<file path="config.mk">
export PLATFORM = sky130hd
export DESIGN_NAME = ps2_host
export DESIGN_NICKNAME = d
export VERILOG_FILES = /design/src/rtl/ps2_host.sv
export SDC_FILE = /design/constraint.sdc
export NUM_CORES = 1
export LEC_CHECK = 0
export BUFFER_PORTS_ARGS = -buffer_cell sky130_fd_sc_hd__buf_2
export CAP_MARGIN = 20
export CORE_ASPECT_RATIO = 1.25
export CORE_MARGIN = 1.5
export CORE_UTILIZATION = 30
export CTS_BUF_LIST = sky130_fd_sc_hd__clkbuf_8
export DETAILED_ROUTE_END_ITERATION = 8
export PLACE_DENSITY = 0.46
export SLEW_MARGIN = 15
export SYNTH_ARGS = -nofsm -noshare
export SYNTH_HDL_FRONTEND = slang
export SYNTH_SLANG_ARGS = --single-unit
</file>
<file path="constraint.sdc">
create_clock -name clk -period 4.15 [get_ports clk]
set_input_delay 0.83 -clock clk [delete_from_list [all_inputs] [get_ports clk]]
set_output_delay 0.83 -clock clk [all_outputs]
set_load 0.02 [all_outputs]
</file>
<file path="src/rtl/ps2_host.sv">
// ps2_host: PS/2 host port on the 6502 bus, RX FIFO with E0/F0 folding.
// Define PS2_TX_EN to build the host-to-device command transmitter.

module ps2_host #(
  parameter logic [15:0] BASE_ADR   = 16'h4000,
  parameter logic [15:0] ADR_MASK   = 16'hE000,
  parameter int          FIFO_DEPTH = 8,
  parameter int          TIMEOUT    = 2000,
  parameter int          INHIBIT    = 1500
) (
  input  logic        clk,
  input  logic        n_reset,
  input  logic        ps2_clk_in,
  input  logic        ps2_data_in,
  output logic        ps2_clk_oe,
  output logic        ps2_data_oe,
  input  logic [15:0] sys_adr,
  input  logic        sys_rd,
  input  logic        sys_wr,
  input  logic [7:0]  sys_data_in,
  output logic [7:0]  sys_data_out,
  output logic        sys_data_oe,
  output logic        sys_irq
);

  localparam int AW = $clog2(FIFO_DEPTH);
  localparam int PW = AW + 1;
  localparam int TW = $clog2(TIMEOUT + INHIBIT + 2);

  localparam logic [0:0] RX_IDLE = 1'b0;
  localparam logic [0:0] RX_BITS = 1'b1;

  // pin synchronisers and falling-edge detect
  logic c_s1_q, c_s2_q, c_prev_q;
  logic d_s1_q, d_s2_q;
  logic fall;

  always_ff @(posedge clk) begin
    if (!n_reset) begin
      c_s1_q   <= 1'b1;
      c_s2_q   <= 1'b1;
      c_prev_q <= 1'b1;
      d_s1_q   <= 1'b1;
      d_s2_q   <= 1'b1;
    end else begin
      c_s1_q   <= ps2_clk_in;
      c_s2_q   <= c_s1_q;
      c_prev_q <= c_s2_q;
      d_s1_q   <= ps2_data_in;
      d_s2_q   <= d_s1_q;
    end
  end

  assign fall = c_prev_q & ~c_s2_q;

  // bus decode
  logic sel, rd_en, wr_en;
  logic ctrl_wr, flush, clr;

  assign sel     = (sys_adr & ADR_MASK) == BASE_ADR;
  assign rd_en   = sys_rd & sel;
  assign wr_en   = sys_wr & sel;
  assign ctrl_wr = wr_en & (sys_adr[1:0] == 2'd2);
  assign flush   = ctrl_wr & sys_data_in[1];
  assign clr     = ctrl_wr & sys_data_in[2];

  // TX-side handshake signals
  logic tx_busy, tx_inh, tx_chg, tx_nack_evt;

  // shared no-edge timer
  logic [TW-1:0] tmr_q, tmr_d;
  logic          tmr_clr, tmo;

  // RX state
  logic [0:0] rx_state_q, rx_state_d;
  logic [3:0] rx_cnt_q, rx_cnt_d;
  logic [7:0] rx_sh_q, rx_sh_d;
  logic       rx_par_q, rx_par_d;
  logic       pend_e0_q, pend_e0_d;
  logic       pend_f0_q, pend_f0_d;
  logic       push_req, rx_ferr_evt;

  // FIFO
  logic [9:0]    mem_q [FIFO_DEPTH];
  logic [PW-1:0] wr_ptr_q, wr_ptr_d;
  logic [PW-1:0] rd_ptr_q, rd_ptr_d;
  logic [PW-1:0] count;
  logic          empty, full, pop;
  logic          push_ok, ovf_evt;
  logic [9:0]    head, push_entry;

  // sticky status and control
  logic ferr_q, ferr_d;
  logic ovf_q, ovf_d;
  logic tx_nack_q, tx_nack_d;
  logic irq_en_q, irq_en_d;

  // read path
  logic [7:0] status, rdata;
  logic [7:0] dout_q;
  logic       doe_q;

  assign tmr_clr = (fall & ~tx_inh)
                 | ((rx_state_q == RX_IDLE) & ~tx_busy)
                 | tx_chg;
  assign tmo     = tmr_q >= TW'(TIMEOUT - 1);

  always_comb begin
    tmr_d = tmr_q;
    if (tmr_clr) begin
      tmr_d = '0;
    end else if (!(&tmr_q)) begin
      tmr_d = tmr_q + 1'b1;
    end
  end

  always_comb begin
    rx_state_d  = rx_state_q;
    rx_cnt_d    = rx_cnt_q;
    rx_sh_d     = rx_sh_q;
    rx_par_d    = rx_par_q;
    pend_e0_d   = pend_e0_q;
    pend_f0_d   = pend_f0_q;
    push_req    = 1'b0;
    rx_ferr_evt = 1'b0;
    if (tx_busy) begin
      rx_state_d = RX_IDLE;
    end else begin
      unique case (rx_state_q)
        RX_IDLE: begin
          if (fall) begin
            if (!d_s2_q) begin
              rx_state_d = RX_BITS;
              rx_cnt_d   = '0;
            end else begin
              rx_ferr_evt = 1'b1;
            end
          end
        end
        RX_BITS: begin
          if (fall) begin
            if (rx_cnt_q < 4'd8) begin
              rx_sh_d  = {d_s2_q, rx_sh_q[7:1]};
              rx_cnt_d = rx_cnt_q + 4'd1;
            end else if (rx_cnt_q == 4'd8) begin
              rx_par_d = d_s2_q;
              rx_cnt_d = rx_cnt_q + 4'd1;
            end else begin
              rx_state_d = RX_IDLE;
              // odd parity: data plus parity carries an odd count of ones
              if (!(^{rx_sh_q, rx_par_q}) || !d_s2_q) begin
                rx_ferr_evt = 1'b1;
              end else if (rx_sh_q == 8'hE0) begin
                pend_e0_d = 1'b1;
              end else if (rx_sh_q == 8'hF0) begin
                pend_f0_d = 1'b1;
              end else begin
                push_req  = 1'b1;
                pend_e0_d = 1'b0;
                pend_f0_d = 1'b0;
              end
            end
          end else if (tmo) begin
            rx_state_d  = RX_IDLE;
            rx_ferr_evt = 1'b1;
          end
        end
        default: rx_state_d = RX_IDLE;
      endcase
    end
    if (flush) begin
      pend_e0_d = 1'b0;
      pend_f0_d = 1'b0;
    end
  end

  assign count      = wr_ptr_q - rd_ptr_q;
  assign empty      = wr_ptr_q == rd_ptr_q;
  assign full       = count == PW'(FIFO_DEPTH);
  assign head       = mem_q[rd_ptr_q[AW-1:0]];
  assign push_entry = {pend_f0_q, pend_e0_q, rx_sh_q};
  assign pop        = rd_en & (sys_adr[1:0] == 2'd1) & ~empty;
  assign push_ok    = push_req & (~full | pop);
  assign ovf_evt    = push_req & full & ~pop & ~flush;

  always_comb begin
    wr_ptr_d = wr_ptr_q;
    rd_ptr_d = rd_ptr_q;
    if (flush) begin
      wr_ptr_d = '0;
      rd_ptr_d = '0;
    end else begin
      if (push_ok) wr_ptr_d = wr_ptr_q + 1'b1;
      if (pop)     rd_ptr_d = rd_ptr_q + 1'b1;
    end
  end

  always_ff @(posedge clk) begin
    if (push_ok && !flush) begin
      mem_q[wr_ptr_q[AW-1:0]] <= push_entry;
    end
  end

  // a same-cycle error event wins over a CTRL clear
  assign ferr_d    = (ferr_q & ~clr) | rx_ferr_evt;
  assign ovf_d     = (ovf_q & ~clr) | ovf_evt;
  assign tx_nack_d = (tx_nack_q & ~clr) | tx_nack_evt;
  assign irq_en_d  = ctrl_wr ? sys_data_in[0] : irq_en_q;

  assign status = {~empty, ferr_q,
                   ~empty & head[9], ~empty & head[8],
                   ovf_q, tx_busy, tx_nack_q, full};

  always_comb begin
    rdata = 8'h00;
    unique case (sys_adr[1:0])
      2'd0:    rdata = status;
      2'd1:    rdata = empty ? 8'h00 : head[7:0];
      default: rdata = 8'h00;
    endcase
  end

  always_ff @(posedge clk) begin
    if (!n_reset) begin
      tmr_q      <= '0;
      rx_state_q <= RX_IDLE;
      rx_cnt_q   <= '0;
      rx_sh_q    <= '0;
      rx_par_q   <= 1'b0;
      pend_e0_q  <= 1'b0;
      pend_f0_q  <= 1'b0;
      wr_ptr_q   <= '0;
      rd_ptr_q   <= '0;
      ferr_q     <= 1'b0;
      ovf_q      <= 1'b0;
      tx_nack_q  <= 1'b0;
      irq_en_q   <= 1'b1;
      dout_q     <= 8'h00;
      doe_q      <= 1'b0;
    end else begin
      tmr_q      <= tmr_d;
      rx_state_q <= rx_state_d;
      rx_cnt_q   <= rx_cnt_d;
      rx_sh_q    <= rx_sh_d;
      rx_par_q   <= rx_par_d;
      pend_e0_q  <= pend_e0_d;
      pend_f0_q  <= pend_f0_d;
      wr_ptr_q   <= wr_ptr_d;
      rd_ptr_q   <= rd_ptr_d;
      ferr_q     <= ferr_d;
      ovf_q      <= ovf_d;
      tx_nack_q  <= tx_nack_d;
      irq_en_q   <= irq_en_d;
      doe_q      <= rd_en;
      if (rd_en) dout_q <= rdata;
    end
  end

  assign sys_data_out = dout_q;
  assign sys_data_oe  = doe_q;
  assign sys_irq      = ~(irq_en_q &
                          (~empty | ferr_q | ovf_q | tx_nack_q));

`ifdef PS2_TX_EN
  localparam logic [2:0] TX_IDLE    = 3'd0;
  localparam logic [2:0] TX_INHIBIT = 3'd1;
  localparam logic [2:0] TX_START   = 3'd2;
  localparam logic [2:0] TX_BITS    = 3'd3;
  localparam logic [2:0] TX_ACK     = 3'd4;
  localparam logic [2:0] TX_DONE    = 3'd5;

  logic [2:0] tx_state_q, tx_state_d;
  logic [8:0] tx_sh_q, tx_sh_d;
  logic [3:0] tx_cnt_q, tx_cnt_d;
  logic       clk_oe_q, clk_oe_d;
  logic       data_oe_q, data_oe_d;
  logic       tx_wr, tx_abort;

  assign tx_wr = wr_en & (sys_adr[1:0] == 2'd3);

  always_comb begin
    tx_state_d  = tx_state_q;
    tx_sh_d     = tx_sh_q;
    tx_cnt_d    = tx_cnt_q;
    clk_oe_d    = clk_oe_q;
    data_oe_d   = data_oe_q;
    tx_nack_evt = 1'b0;
    tx_abort    = 1'b0;
    unique case (tx_state_q)
      TX_IDLE: begin
        if (tx_wr) begin
          tx_state_d = TX_INHIBIT;
          tx_sh_d    = {~^sys_data_in, sys_data_in};
          tx_cnt_d   = '0;
          clk_oe_d   = 1'b1;
        end
      end
      TX_INHIBIT: begin
        if (tmr_q >= TW'(INHIBIT - 1)) begin
          tx_state_d = TX_START;
          clk_oe_d   = 1'b0;
          data_oe_d  = 1'b1;
        end
      end
      TX_START: begin
        if (fall) begin
          data_oe_d  = ~tx_sh_q[0];
          tx_sh_d    = {1'b0, tx_sh_q[8:1]};
          tx_cnt_d   = 4'd1;
          tx_state_d = TX_BITS;
        end else begin
          tx_abort = tmo;
        end
      end
      TX_BITS: begin
        if (fall) begin
          // tenth edge releases data as the stop bit
          if (tx_cnt_q == 4'd9) begin
            data_oe_d  = 1'b0;
            tx_state_d = TX_ACK;
          end else begin
            data_oe_d = ~tx_sh_q[0];
            tx_sh_d   = {1'b0, tx_sh_q[8:1]};
            tx_cnt_d  = tx_cnt_q + 4'd1;
          end
        end else begin
          tx_abort = tmo;
        end
      end
      TX_ACK: begin
        if (fall) begin
          tx_nack_evt = d_s2_q;
          tx_state_d  = TX_DONE;
        end else begin
          tx_abort = tmo;
        end
      end
      TX_DONE: begin
        if (c_s2_q) tx_state_d = TX_IDLE;
        else        tx_abort   = tmo;
      end
      default: tx_state_d = TX_IDLE;
    endcase
    if (tx_abort) begin
      tx_state_d  = TX_IDLE;
      clk_oe_d    = 1'b0;
      data_oe_d   = 1'b0;
      tx_nack_evt = 1'b1;
    end
  end

  always_ff @(posedge clk) begin
    if (!n_reset) begin
      tx_state_q <= TX_IDLE;
      tx_sh_q    <= '0;
      tx_cnt_q   <= '0;
      clk_oe_q   <= 1'b0;
      data_oe_q  <= 1'b0;
    end else begin
      tx_state_q <= tx_state_d;
      tx_sh_q    <= tx_sh_d;
      tx_cnt_q   <= tx_cnt_d;
      clk_oe_q   <= clk_oe_d;
      data_oe_q  <= data_oe_d;
    end
  end

  assign tx_busy     = tx_state_q != TX_IDLE;
  assign tx_inh      = tx_state_q == TX_INHIBIT;
  assign tx_chg      = tx_state_d != tx_state_q;
  assign ps2_clk_oe  = clk_oe_q;
  assign ps2_data_oe = data_oe_q;
`else
  logic unused_wdata;

  assign unused_wdata = ^sys_data_in[7:3];
  assign tx_busy      = 1'b0;
  assign tx_inh       = 1'b0;
  assign tx_chg       = 1'b0;
  assign tx_nack_evt  = 1'b0;
  assign ps2_clk_oe   = 1'b0;
  assign ps2_data_oe  = 1'b0;
`endif

endmodule

</file>
==> results of run 1 <==
-- cells in the mapped netlist, types with 2 or more instances --
| cell type | count | area (µm²) |
|---|---|---|
| sky130_fd_sc_hd__a21boi_0 | 2 | 15.0 |
| sky130_fd_sc_hd__a31oi_1 | 2 | 12.5 |
| sky130_fd_sc_hd__nor3_1 | 5 | 25.0 |
| sky130_fd_sc_hd__mux2i_1 | 20 | 200 |
| sky130_fd_sc_hd__ha_1 | 8 | 100 |
| sky130_fd_sc_hd__a21oi_1 | 17 | 85.1 |
| sky130_fd_sc_hd__edfxtp_1 | 80 | 2400 |
| sky130_fd_sc_hd__dfxtp_1 | 57 | 1140 |
| sky130_fd_sc_hd__nand2b_1 | 10 | 62.6 |
| sky130_fd_sc_hd__nand2_1 | 19 | 71.3 |
| sky130_fd_sc_hd__and2_1 | 4 | 25.0 |
| sky130_fd_sc_hd__or4_1 | 2 | 15.0 |
| sky130_fd_sc_hd__nor2b_1 | 18 | 113 |
| sky130_fd_sc_hd__a22oi_1 | 3 | 22.5 |
| sky130_fd_sc_hd__o21ai_0 | 10 | 50.1 |
| sky130_fd_sc_hd__clkbuf_1 | 9 | 33.8 |
| sky130_fd_sc_hd__xnor2_1 | 10 | 87.6 |
| sky130_fd_sc_hd__o21a_1 | 2 | 15.0 |
| sky130_fd_sc_hd__a311oi_1 | 3 | 26.3 |
| sky130_fd_sc_hd__a211oi_1 | 3 | 22.5 |
| sky130_fd_sc_hd__buf_4 | 2 | 15.0 |
| sky130_fd_sc_hd__and3_1 | 7 | 43.8 |
| sky130_fd_sc_hd__a41oi_1 | 3 | 26.3 |
| sky130_fd_sc_hd__mux4_2 | 20 | 450 |
| sky130_fd_sc_hd__inv_1 | 11 | 41.3 |
| sky130_fd_sc_hd__xor2_1 | 9 | 78.8 |
| sky130_fd_sc_hd__nand4_1 | 4 | 25.0 |
| sky130_fd_sc_hd__buf_1 | 2 | 7.51 |
| sky130_fd_sc_hd__nor2_1 | 34 | 128 |
| sky130_fd_sc_hd__buf_2 | 2 | 10.0 |
| sky130_fd_sc_hd__nand3_1 | 12 | 60.1 |
-- registers in the layout, indices dropped and copies added (netlist names), named ones only --
| signal | flops |
|---|---|
| c_prev_q | 1 |
| c_s1_q | 1 |
| c_s2_q | 1 |
| d_s1_q | 1 |
| d_s2_q | 1 |
| ferr_q | 1 |
| irq_en_q | 1 |
| mem_q | 80 |
| ovf_q | 1 |
| pend_e0_q | 1 |
| pend_f0_q | 1 |
| rd_ptr_q | 4 |
| rx_cnt_q | 4 |
| rx_par_q | 1 |
| rx_sh_q | 8 |
| rx_state_q | 1 |
| sys_data_oe | 1 |
| sys_data_out | 8 |
| tmr_q | 12 |
| tx_nack_q | 1 |
| wr_ptr_q | 4 |
-- cell families (layout without fill, tap and decap cells) --
group	Yosys count	count (layout)	share of synthesized area
other	1	2	0.000664
flip-flops	137	137	0.628
AND/OR/NAND/NOR	126	126	0.117
multiplexers	40	40	0.115
AO/OA/AOI/OAI	54	54	0.0660
adder cells (fa/ha/maj)	8	8	0.0177
buffers and inverters	26	75	0.0191
XOR/XNOR	21	21	0.0363
-- worst register-to-register path, stage by stage (launching register included) --
cell and delay [ns]:
sky130_fd_sc_hd__dfxtp_1 0.68, sky130_fd_sc_hd__xor2_1 0.19, sky130_fd_sc_hd__xnor3_1 0.43, sky130_fd_sc_hd__xnor2_1 0.25
sky130_fd_sc_hd__a2111oi_4 0.61, sky130_fd_sc_hd__nand3_1 0.26, sky130_fd_sc_hd__nor3_2 0.15, sky130_fd_sc_hd__buf_4 0.23
-- area by class of cell --
type,instances,area [µm²]
fill,1739,11800
clock inverter,13,139
clock buffer,17,234
timing repair buffer,34,198
inverter,11,41.3
multi-input combinational,251,2000
tap,228,285
sequential,137,3540
-- power groups by stage --
stage	logic (mW)	clock network [mW]	registers (mW)
floorplan	0.0254	0	1.46
global placement	0.0429	0	1.46
detailed placement	0.0432	0	1.46
CTS	0.0433	1.09	1.43
global route	0.0467	1.15	1.43
finish	0.0421	1.05	1.43
-- routing by layer --
layer	part of all wire	global-route usage
met1	0.46	0.162
met2	0.51	0.227
met3	0.021	0.0311
met4	0.013	0.0541
met5	0	0
-- how the worst max path moves through the flow --
stage,cells past startpoint,slack [ns],end,start
3_5_place_dp,8,0.64,mem_q[4][3],sys_adr[13]
2_1_floorplan,6,0.78,mem_q[1][0],sys_adr[13]
5_1_grt,7,0.82,mem_q[6][3],rx_sh_q[4]
3_3_place_gp,8,0.70,mem_q[0][7],sys_adr[13]
4_1_cts,6,0.98,sys_irq,wr_ptr_q[0]
6_report,6,0.98,sys_irq,wr_ptr_q[0]
-- cells in the final DEF, fill, tap and decap left out, types with 5 or more instances in the layout --
master                     count
sky130_fd_sc_hd__inv_1        13
sky130_fd_sc_hd__nor3_1        5
sky130_fd_sc_hd__nor2_1       34
sky130_fd_sc_hd__clkbuf_8     17
sky130_fd_sc_hd__xnor2_1      10
sky130_fd_sc_hd__mux4_2       20
sky130_fd_sc_hd__nand3_1      12
sky130_fd_sc_hd__nand2b_1     10
sky130_fd_sc_hd__and3_1        7
sky130_fd_sc_hd__a21oi_1      17
sky130_fd_sc_hd__nor2b_1      18
sky130_fd_sc_hd__edfxtp_1     80
sky130_fd_sc_hd__xor2_1        9
sky130_fd_sc_hd__mux2i_1      20
sky130_fd_sc_hd__buf_4        11
sky130_fd_sc_hd__buf_2        23
sky130_fd_sc_hd__dfxtp_1      57
sky130_fd_sc_hd__ha_1          8
sky130_fd_sc_hd__nand2_1      19
sky130_fd_sc_hd__o21ai_0      10
==> impl_metrics.toml, run 1 <==
[outcome]
outcome = "finished clean"

[pwr]
combPwrFrac = 0.017
clock_power_share = 0.417
switchingPower_mw = 0.509
vdd_drop_max_mv = 0.156
finalPower_mw = 2.52
pwr-share-seq = 0.566
p_per_area_mw_per_mm2 = 392
p_int_mw = 2.01
p_sw_frac = 0.202
p_leak_nw = 2.18

[sta]
final_number_of_setup_violating_endpoints = 0
rsz0062_at_grt = "false"
finalClockSkew_ns = 0.00765
relSlewSlack = 0.392
setup-tns-final_ns = 0
finalHoldViolCount = 0
hold_ws_ns = 0.409
drv_slew = 0
fmaxAchievable_mhz = 315
min_period_over_period = 0.764
setup_ws_ns = 0.980
fin_crit_ns = 3.17
least_margin_pin_slew_ns = 0.908

[yosys]
yosys.cell_types.count = 54
synth_enable_flop_cells = 80
synthesis.area_mm2 = 0.00565
yosys_most_used_dff = "sky130_fd_sc_hd__edfxtp_1"
synthesis.yosys.warnings = 0
post_synth_inst_count = 413
synth_sequential_area_ratio = 0.628
proportion_of_synthesized_flip_flops_having_asynchronous_set_or_reset = 0
synth-seq-cells = 137
avgSynthCellArea_um2 = 13.7

[cells_and_area]
nets = 490
antenna_cells_inserted = 0
layout-drive-gt1-share = 0.192
area.growth.synth_to_final_pct = 14.1
post_layout_cell_count = 691
finish.instance_area_mm2 = 0.00644
final_core_util = 0.353

[critical_path]
critical_path_buffer_and_inverter_count = 2
worst_path_dominant_cell_family = "simple AND/OR/NAND/NOR gates"
worstPathArrival_ns = 2.34
critPathMaxStageDelay_ns = 0.42
crit_required_ns = 3.32
rr_endpoint = "mem_q[0][3]"
startpoint_type = "flop"
maximum_fanout_count_along_the_critical_path = 4
crit_path_top_delay_cell = "sky130_fd_sc_hd__dfxtp_1"
endpoint_kind = "output pin"
ordered_cell_list_for_the_critical_path = "inv_1, ha_1, nand3_1, or2_2, o41ai_1, buf_2"
reg2reg_from = "rx_sh_q[4]"
reg2regPathDepth = 7
r2r_slack_ns = 1.06
worstSetupPathType = "flop to output pin"

[clock_network]
cts_hold_buffers = 0
clockRootBuffer = "sky130_fd_sc_hd__clkbuf_8"
clk_transition_reported_paths_ns = 0.07
cts_sinks = 137
max-clock-path-buffers = 2
cts_made_buffers = 17
tritoncts_clock_tree = "built"
post_cts_resized = 0
postCtsSetupBuffers = 0
depth_of_the_cts_h_tree = 4
clkLatencyLatePin_ns = 0.44

[global_routing]
grt_pass1_wl_mm = 19.4
first_global_vias = 3462
grt_start_max_net_pins = 34
gr-usage-all-layers = 0.133
number_of_antenna_violations_at_the_first_check_in_global_routing = 0
grt.overflow.total = 0

[routing]
drtAntennaViolNets = 0
routed_wl_mm = 12.1
vias = 3313
drt_drc_violations_left = 0
drt_pre_antenna_iters = 4
first_iteration_detailed_routing_drc_count = 234
via_per_inst = 4.79
routed_wire_length_per_instance_um = 17.5

[floorplanning]
dieHeight_um = 156
core_area_mm2 = 0.0182
num_rows = 55
die_x_um = 126
floorplan.initialDensity = 0.310
num_io_pins = 42
die_area_mm2 = 0.0197

[min_path]
min_delay_path_depth = 1
class_of_the_most_critical_hold_timing_path = "flop to flop"
hold_path.startpoint = "c_s1_q"
hold_end = "c_s2_q"

[run]
maxCapViolCount = 0

[placed_design]
placedInstanceArea_mm2 = 0.00607
dp_hpwl_mm = 8.22
place.port_buffers = 23
place_inst = 661
place_congestion = 0.772
place_worst_setup_slack_ns = 0.642
Power figures use the tool's default switching activity.
==> run 2: changes to the inputs <==
Settings changed: PLACE_DENSITY 0.46 to 0.47.
Clock period 4.15 ns to 2.8 ns, I/O delays scaled along.
==> run 2 against run 1 <==
Core utilization increased by 1.9 points. Die area unchanged. Count of clock-buffer cells in the layout unchanged. Non-clock buffer count increased by 24. Worst hold slack got worse by 0.11 ns.
==> impl_metrics.toml, run 2 (synthesized netlist as in run 1, its figures left out) <==
[outcome]
outcome = "finished clean"

[sta]
setup-tns-final_ns = 0
finalClockSkew_ns = 0.0131
fmaxAchievable_mhz = 382
least_margin_pin_slew_ns = 0.758
drv_slew = 0
fin_crit_ns = 2.62
final_number_of_setup_violating_endpoints = 0
rsz0062_at_grt = "false"
min_period_over_period = 0.934
relSlewSlack = 0.494
finalHoldViolCount = 0

[floorplanning]
core_area_mm2 = 0.0182
floorplan.initialDensity = 0.310
num_rows = 55
die_x_um = 126
die_area_mm2 = 0.0197
dieHeight_um = 156
num_io_pins = 42

[clock_network]
cts_made_buffers = 17
clkLatencyLatePin_ns = 0.44
tritoncts_clock_tree = "built"
clk_transition_reported_paths_ns = 0.08
cts_sinks = 137
max-clock-path-buffers = 2
cts_hold_buffers = 0
clockRootBuffer = "sky130_fd_sc_hd__clkbuf_8"
depth_of_the_cts_h_tree = 4

[pwr]
switchingPower_mw = 0.794
clock_power_share = 0.475
p_int_mw = 3.37
pwr-share-seq = 0.509
combPwrFrac = 0.016
p_per_area_mw_per_mm2 = 613
vdd_drop_max_mv = 0.265
p_sw_frac = 0.191
p_leak_nw = 2.37

[routing]
first_iteration_detailed_routing_drc_count = 191
drt-met1-wl_mm = 5.35
routed_wl_mm = 12.4
drtAntennaViolNets = 0
routed_met3_length_um = 298
highest_layer = "met4"
vias = 3436
drt_drc_violations_left = 0
drt_pre_antenna_iters = 4
via_per_inst = 4.80
routed_wire_length_per_instance_um = 17.3
wl_met2_mm = 6.40

[critical_path]
worstPathArrival_ns = 2.06
maximum_fanout_count_along_the_critical_path = 3
r2r_slack_ns = 0.19
reg2regPathDepth = 10
rr_endpoint = "mem_q[4][7]"
worstSetupPathType = "flop to output pin"
crit_required_ns = 2.24
critPathCapture = "sys_irq"
crit_start = "wr_ptr_q[0]"
reg2reg_from = "rd_ptr_q[1]"
startpoint_type = "flop"
endpoint_kind = "output pin"

[global_routing]
grt_pass1_wl_mm = 19.7
gr-usage-all-layers = 0.134
number_of_antenna_violations_at_the_first_check_in_global_routing = 0
first_global_vias = 3613
grt.overflow.total = 0
grt_start_max_net_pins = 18

[placed_design]
place_congestion = 0.796
place_inst = 685
dp_hpwl_mm = 8.83
place.port_buffers = 23

[cells_and_area]
mostFrequentLayoutCell = "sky130_fd_sc_hd__edfxtp_1"
area.growth.synth_to_final_pct = 20.3
fillers = 1707
layout_common_cells = "sky130_fd_sc_hd__edfxtp_1 (80), sky130_fd_sc_hd__dfxtp_1 (56), sky130_fd_sc_hd__buf_4 (34), sky130_fd_sc_hd__nor2_1 (31), sky130_fd_sc_hd__buf_2 (22)"
layout-drive-gt1-share = 0.252
post_layout_cell_count = 716
nets = 514
max_ffs_per_register = 80
antenna_cells_inserted = 0

[min_path]
hold_path.startpoint = "ps2_clk_in"
class_of_the_most_critical_hold_timing_path = "primary input to flop"

[run]
maxCapViolCount = 0
[run 2: changes by cell type in the layout (fill, tap and decap cells not counted), sizes merged]
cell	previous run	this run
buf	34	58
bufinv	3	7
clkinv	6	3
[run 2: repair_timing]
item / CTS / global route
setup endpoints to repair: 1 / 46
setup buffers: 0 / 0
resized for setup: 1 / 2
[run 2: power groups by stage]
stage          registers [mW]  logic [mW]  clock network (mW)
2_1_floorplan            2.16      0.0377                   0
3_3_place_gp             2.16      0.0665                   0
3_5_place_dp             2.16      0.0668                   0
4_1_cts                  2.12      0.0673                2.03
5_1_grt                  2.12      0.0725                2.11
6_report                 2.12      0.0664                1.98
[run 2: layer usage]
layer	track usage	vias to the layer above
li1	-	1670
met1	0.155	1704
met2	0.236	42
met3	0.0297	20
met4	0.0633	0
met5	0	-
[run 2: area by class of cell]
cell class / count / area, µm² / area share
clock inverters: 14 / 255 / 0.0376
inverters: 11 / 41.3 / 0.00608
repair buffers: 58 / 405 / 0.0597
multi-input cells: 251 / 2020 / 0.298
flip-flops and latches: 137 / 3540 / 0.522
well taps: 228 / 285 / 0.0420
clock buffers: 17 / 234 / 0.0345
[run 2: per-stage QoR]
| step | instance area [µm²] | util | total power, mW | hold WS, ns | setup WS (ns) |
|---|---|---|---|---|---|
| after CTS | 6790 | 0.372 | 4.21 | 0.275 | 0.0802 |
| after global placement | 6290 | 0.345 | 2.23 | 0.399 | 0.00757 |
| after floorplan | 5670 | - | 2.20 | 0.386 | -0.0934 |
| final | 6790 | 0.372 | 4.16 | 0.298 | 0.183 |
| after global routing | 6790 | 0.372 | 4.30 | 0.288 | 0.0141 |
| after detailed placement | 6290 | 0.345 | 2.23 | 0.398 | -0.00383 |
[run 2: worst min path at each step]
stage / to / slack, ns / cells past startpoint
3_5_place_dp: c_s2_q / 0.40 / 1
5_1_grt: c_s1_q / 0.29 / 2
4_1_cts: c_s1_q / 0.27 / 2
6_report: c_s1_q / 0.30 / 2
2_1_floorplan: c_s2_q / 0.39 / 1
3_3_place_gp: d_s2_q / 0.40 / 1
[run 2: critical path, stage by stage (launching register included)]
cell                      delay [ns]
sky130_fd_sc_hd__dfxtp_1        0.34
sky130_fd_sc_hd__inv_1          0.09
sky130_fd_sc_hd__ha_1           0.31
sky130_fd_sc_hd__nand3_1        0.12
sky130_fd_sc_hd__or2_2          0.32
sky130_fd_sc_hd__o41ai_2        0.24
sky130_fd_sc_hd__buf_4          0.20
==> run 3: changes to the inputs <==
Settings changed: BUFFER_PORTS_ARGS -buffer_cell sky130_fd_sc_hd__buf_2 to default, CORE_MARGIN 1.5 to 2, DONT_BUFFER_PORTS from default to 1, PLACE_DENSITY 0.47 to 0.45.
==> run 3 against run 2 <==
Register-to-register slack worse by 0.02 ns. Critical path depth up 4. First-iteration DRC count up 7.3%. Cell count down 0.56%. Worst hold slack worse by 0.11 ns. Clock skew up 0.0026 ns. Sequential share of layout area up 0.30 points. Count of clock-buffer cells in the layout unchanged. Non-clock buffer count down 9. Clock power down 11%. Routed wire length down 1.1%. Largest power group unchanged. Highest routed layer unchanged.
==> impl_metrics.toml, run 3 (synthesized netlist as in run 1, its figures left out) <==
[outcome]
outcome = "finished clean"

[critical_path]
rr_endpoint = "mem_q[1][7]"
critPathCapture = "mem_q[1][7]"
r2r_slack_ns = 0.17
maximum_fanout_count_along_the_critical_path = 7
critPathMaxStageDelay_ns = 0.36
crit_path_top_delay_cell = "sky130_fd_sc_hd__a2111oi_4"
worstSetupPathType = "flop to flop"
reg2regPathDepth = 10
crit_start = "rd_ptr_q[1]"
crit_required_ns = 2.95
timing.critical_path.mode_cell = "sky130_fd_sc_hd__buf_4"
worstPathArrival_ns = 2.78
endpoint_kind = "flop"
reg2reg_from = "rd_ptr_q[1]"
ordered_cell_list_for_the_critical_path = "inv_1, ha_1, nand3_1, o211ai_2, or2_4, a2111oi_4, buf_4, nand3_2, nor3_4, buf_4"
startpoint_type = "flop"

[cells_and_area]
max_ffs_per_register = 80
layout_common_cells = "sky130_fd_sc_hd__edfxtp_1 (80), sky130_fd_sc_hd__dfxtp_1 (57), sky130_fd_sc_hd__buf_4 (47), sky130_fd_sc_hd__nor2_1 (29)"
layout-drive-gt1-share = 0.250
area.growth.synth_to_final_pct = 19.5
finish.instance_area_mm2 = 0.00675
nets = 505
fillers = 1803
antenna_cells_inserted = 0
mostFrequentLayoutCell = "sky130_fd_sc_hd__edfxtp_1"

[placed_design]
place.port_buffers = 0
dp_hpwl_mm = 8.59
place_congestion = 0.742
placedInstanceArea_mm2 = 0.00627

[floorplanning]
die_x_um = 127
die_area_mm2 = 0.0199
dieHeight_um = 157
num_rows = 56
floorplan.initialDensity = 0.303
core_area_mm2 = 0.0186
num_io_pins = 42

[clock_network]
cts_sinks = 137
clkLatencyLatePin_ns = 0.45
depth_of_the_cts_h_tree = 4
max-clock-path-buffers = 2
tritoncts_clock_tree = "built"
cts_hold_buffers = 0
clk_transition_reported_paths_ns = 0.08
clockRootBuffer = "sky130_fd_sc_hd__clkbuf_8"
cts_made_buffers = 17

[routing]
via_per_inst = 4.77
first_iteration_detailed_routing_drc_count = 205
routed_wire_length_per_instance_um = 17.2
drt_pre_antenna_iters = 4
routed_wl_mm = 12.2
drt_drc_violations_left = 0
drtAntennaViolNets = 0
vias = 3394

[pwr]
p_int_mw = 3.10
combPwrFrac = 0.010
pwr-share-seq = 0.541
switchingPower_mw = 0.815
p_per_area_mw_per_mm2 = 580
p_leak_nw = 2.30
p_sw_frac = 0.208
vdd_drop_max_mv = 0.245
clock_power_share = 0.449

[global_routing]
gr-usage-all-layers = 0.131
gr-usage-met3 = 0.0408
grt_pass1_wl_mm = 19.2
grt.overflow.total = 0
busiest_layer = "met2"
first_global_vias = 3511
grt_start_max_net_pins = 34
grt.met2_usage = 0.230
globalRouteMet1Util = 0.145
number_of_antenna_violations_at_the_first_check_in_global_routing = 0

[sta]
relSlewSlack = 0.553
fmaxAchievable_mhz = 380
least_margin_pin_slew_ns = 0.670
finalHoldViolCount = 0
finalClockSkew_ns = 0.0157
final_number_of_setup_violating_endpoints = 0
drv_slew = 0
fin_crit_ns = 2.63
setup-tns-final_ns = 0
rsz0062_at_grt = "false"
min_period_over_period = 0.940

[min_path]
class_of_the_most_critical_hold_timing_path = "primary input to flop"

[run]
maxCapViolCount = 0
[run 3: how the worst min path moves through the flow]
| stage | to | from | slack (ns) | cells after the start |
|---|---|---|---|---|
| global placement | c_s2_q | c_s1_q | 0.39 | 1 |
| detailed placement | d_s2_q | d_s1_q | 0.40 | 1 |
| CTS | irq_en_q | n_reset | 0.15 | 1 |
| global route | irq_en_q | n_reset | 0.15 | 1 |
| floorplan | c_s2_q | c_s1_q | 0.39 | 1 |
| finish | c_s1_q | n_reset | 0.18 | 1 |
[run 3: through the flow]
step | util | hold slack, ns | power [mW] | setup WS (ns) | instances
after floorplan | - | 0.386 | 2.20 | -0.0934 | 414
after global placement | 0.336 | 0.392 | 2.20 | -0.112 | 678
after detailed placement | 0.336 | 0.398 | 2.20 | -0.120 | 678
after CTS | 0.360 | 0.149 | 3.96 | 0.0784 | 710
after global routing | 0.362 | 0.145 | 4.06 | 0.00346 | 712
final | 0.362 | 0.185 | 3.92 | 0.167 | 712
[run 3: power by group through the flow]
stage	clock, mW	sequential, mW	combinational, mW
5_1_grt	1.90	2.12	0.0429
3_5_place_dp	0	2.17	0.0391
4_1_cts	1.80	2.12	0.0393
3_3_place_gp	0	2.17	0.0387
2_1_floorplan	0	2.16	0.0377
6_report	1.76	2.12	0.0388
[run 3: repair_timing]
action                     in CTS  in global routing
setup endpoints to repair      20                 43
pin swaps                       0                  0
buffers inserted                0                  2
resized for setup               2                  5
[run 3: cell type report]
type | instances | area [µm²] | area share
Clock buffer | 17 | 234 | 0.0347
Multi-Input combinational cell | 251 | 2050 | 0.303
Timing Repair Buffer | 49 | 393 | 0.0582
Sequential cell | 137 | 3540 | 0.525
Inverter | 11 | 41.3 | 0.00612
Clock inverter | 15 | 201 | 0.0298
Tap cell | 232 | 290 | 0.0430
[run 3: critical path: cells and delay by family, from the launching register on]
family | cells | cell delay, ns
buf+inv | 3 | 0.48
simple gates | 4 | 0.75
flops | 1 | 0.34
compound gates | 2 | 0.46
fa+ha+maj | 1 | 0.30
[run 3: per-layer routing]
layer / vias to the layer above / routed length, µm
met5: - / 0
met4: 0 / 298
met2: 52 / 6500
met1: 1678 / 4970
li1: 1640 / -
met3: 24 / 452
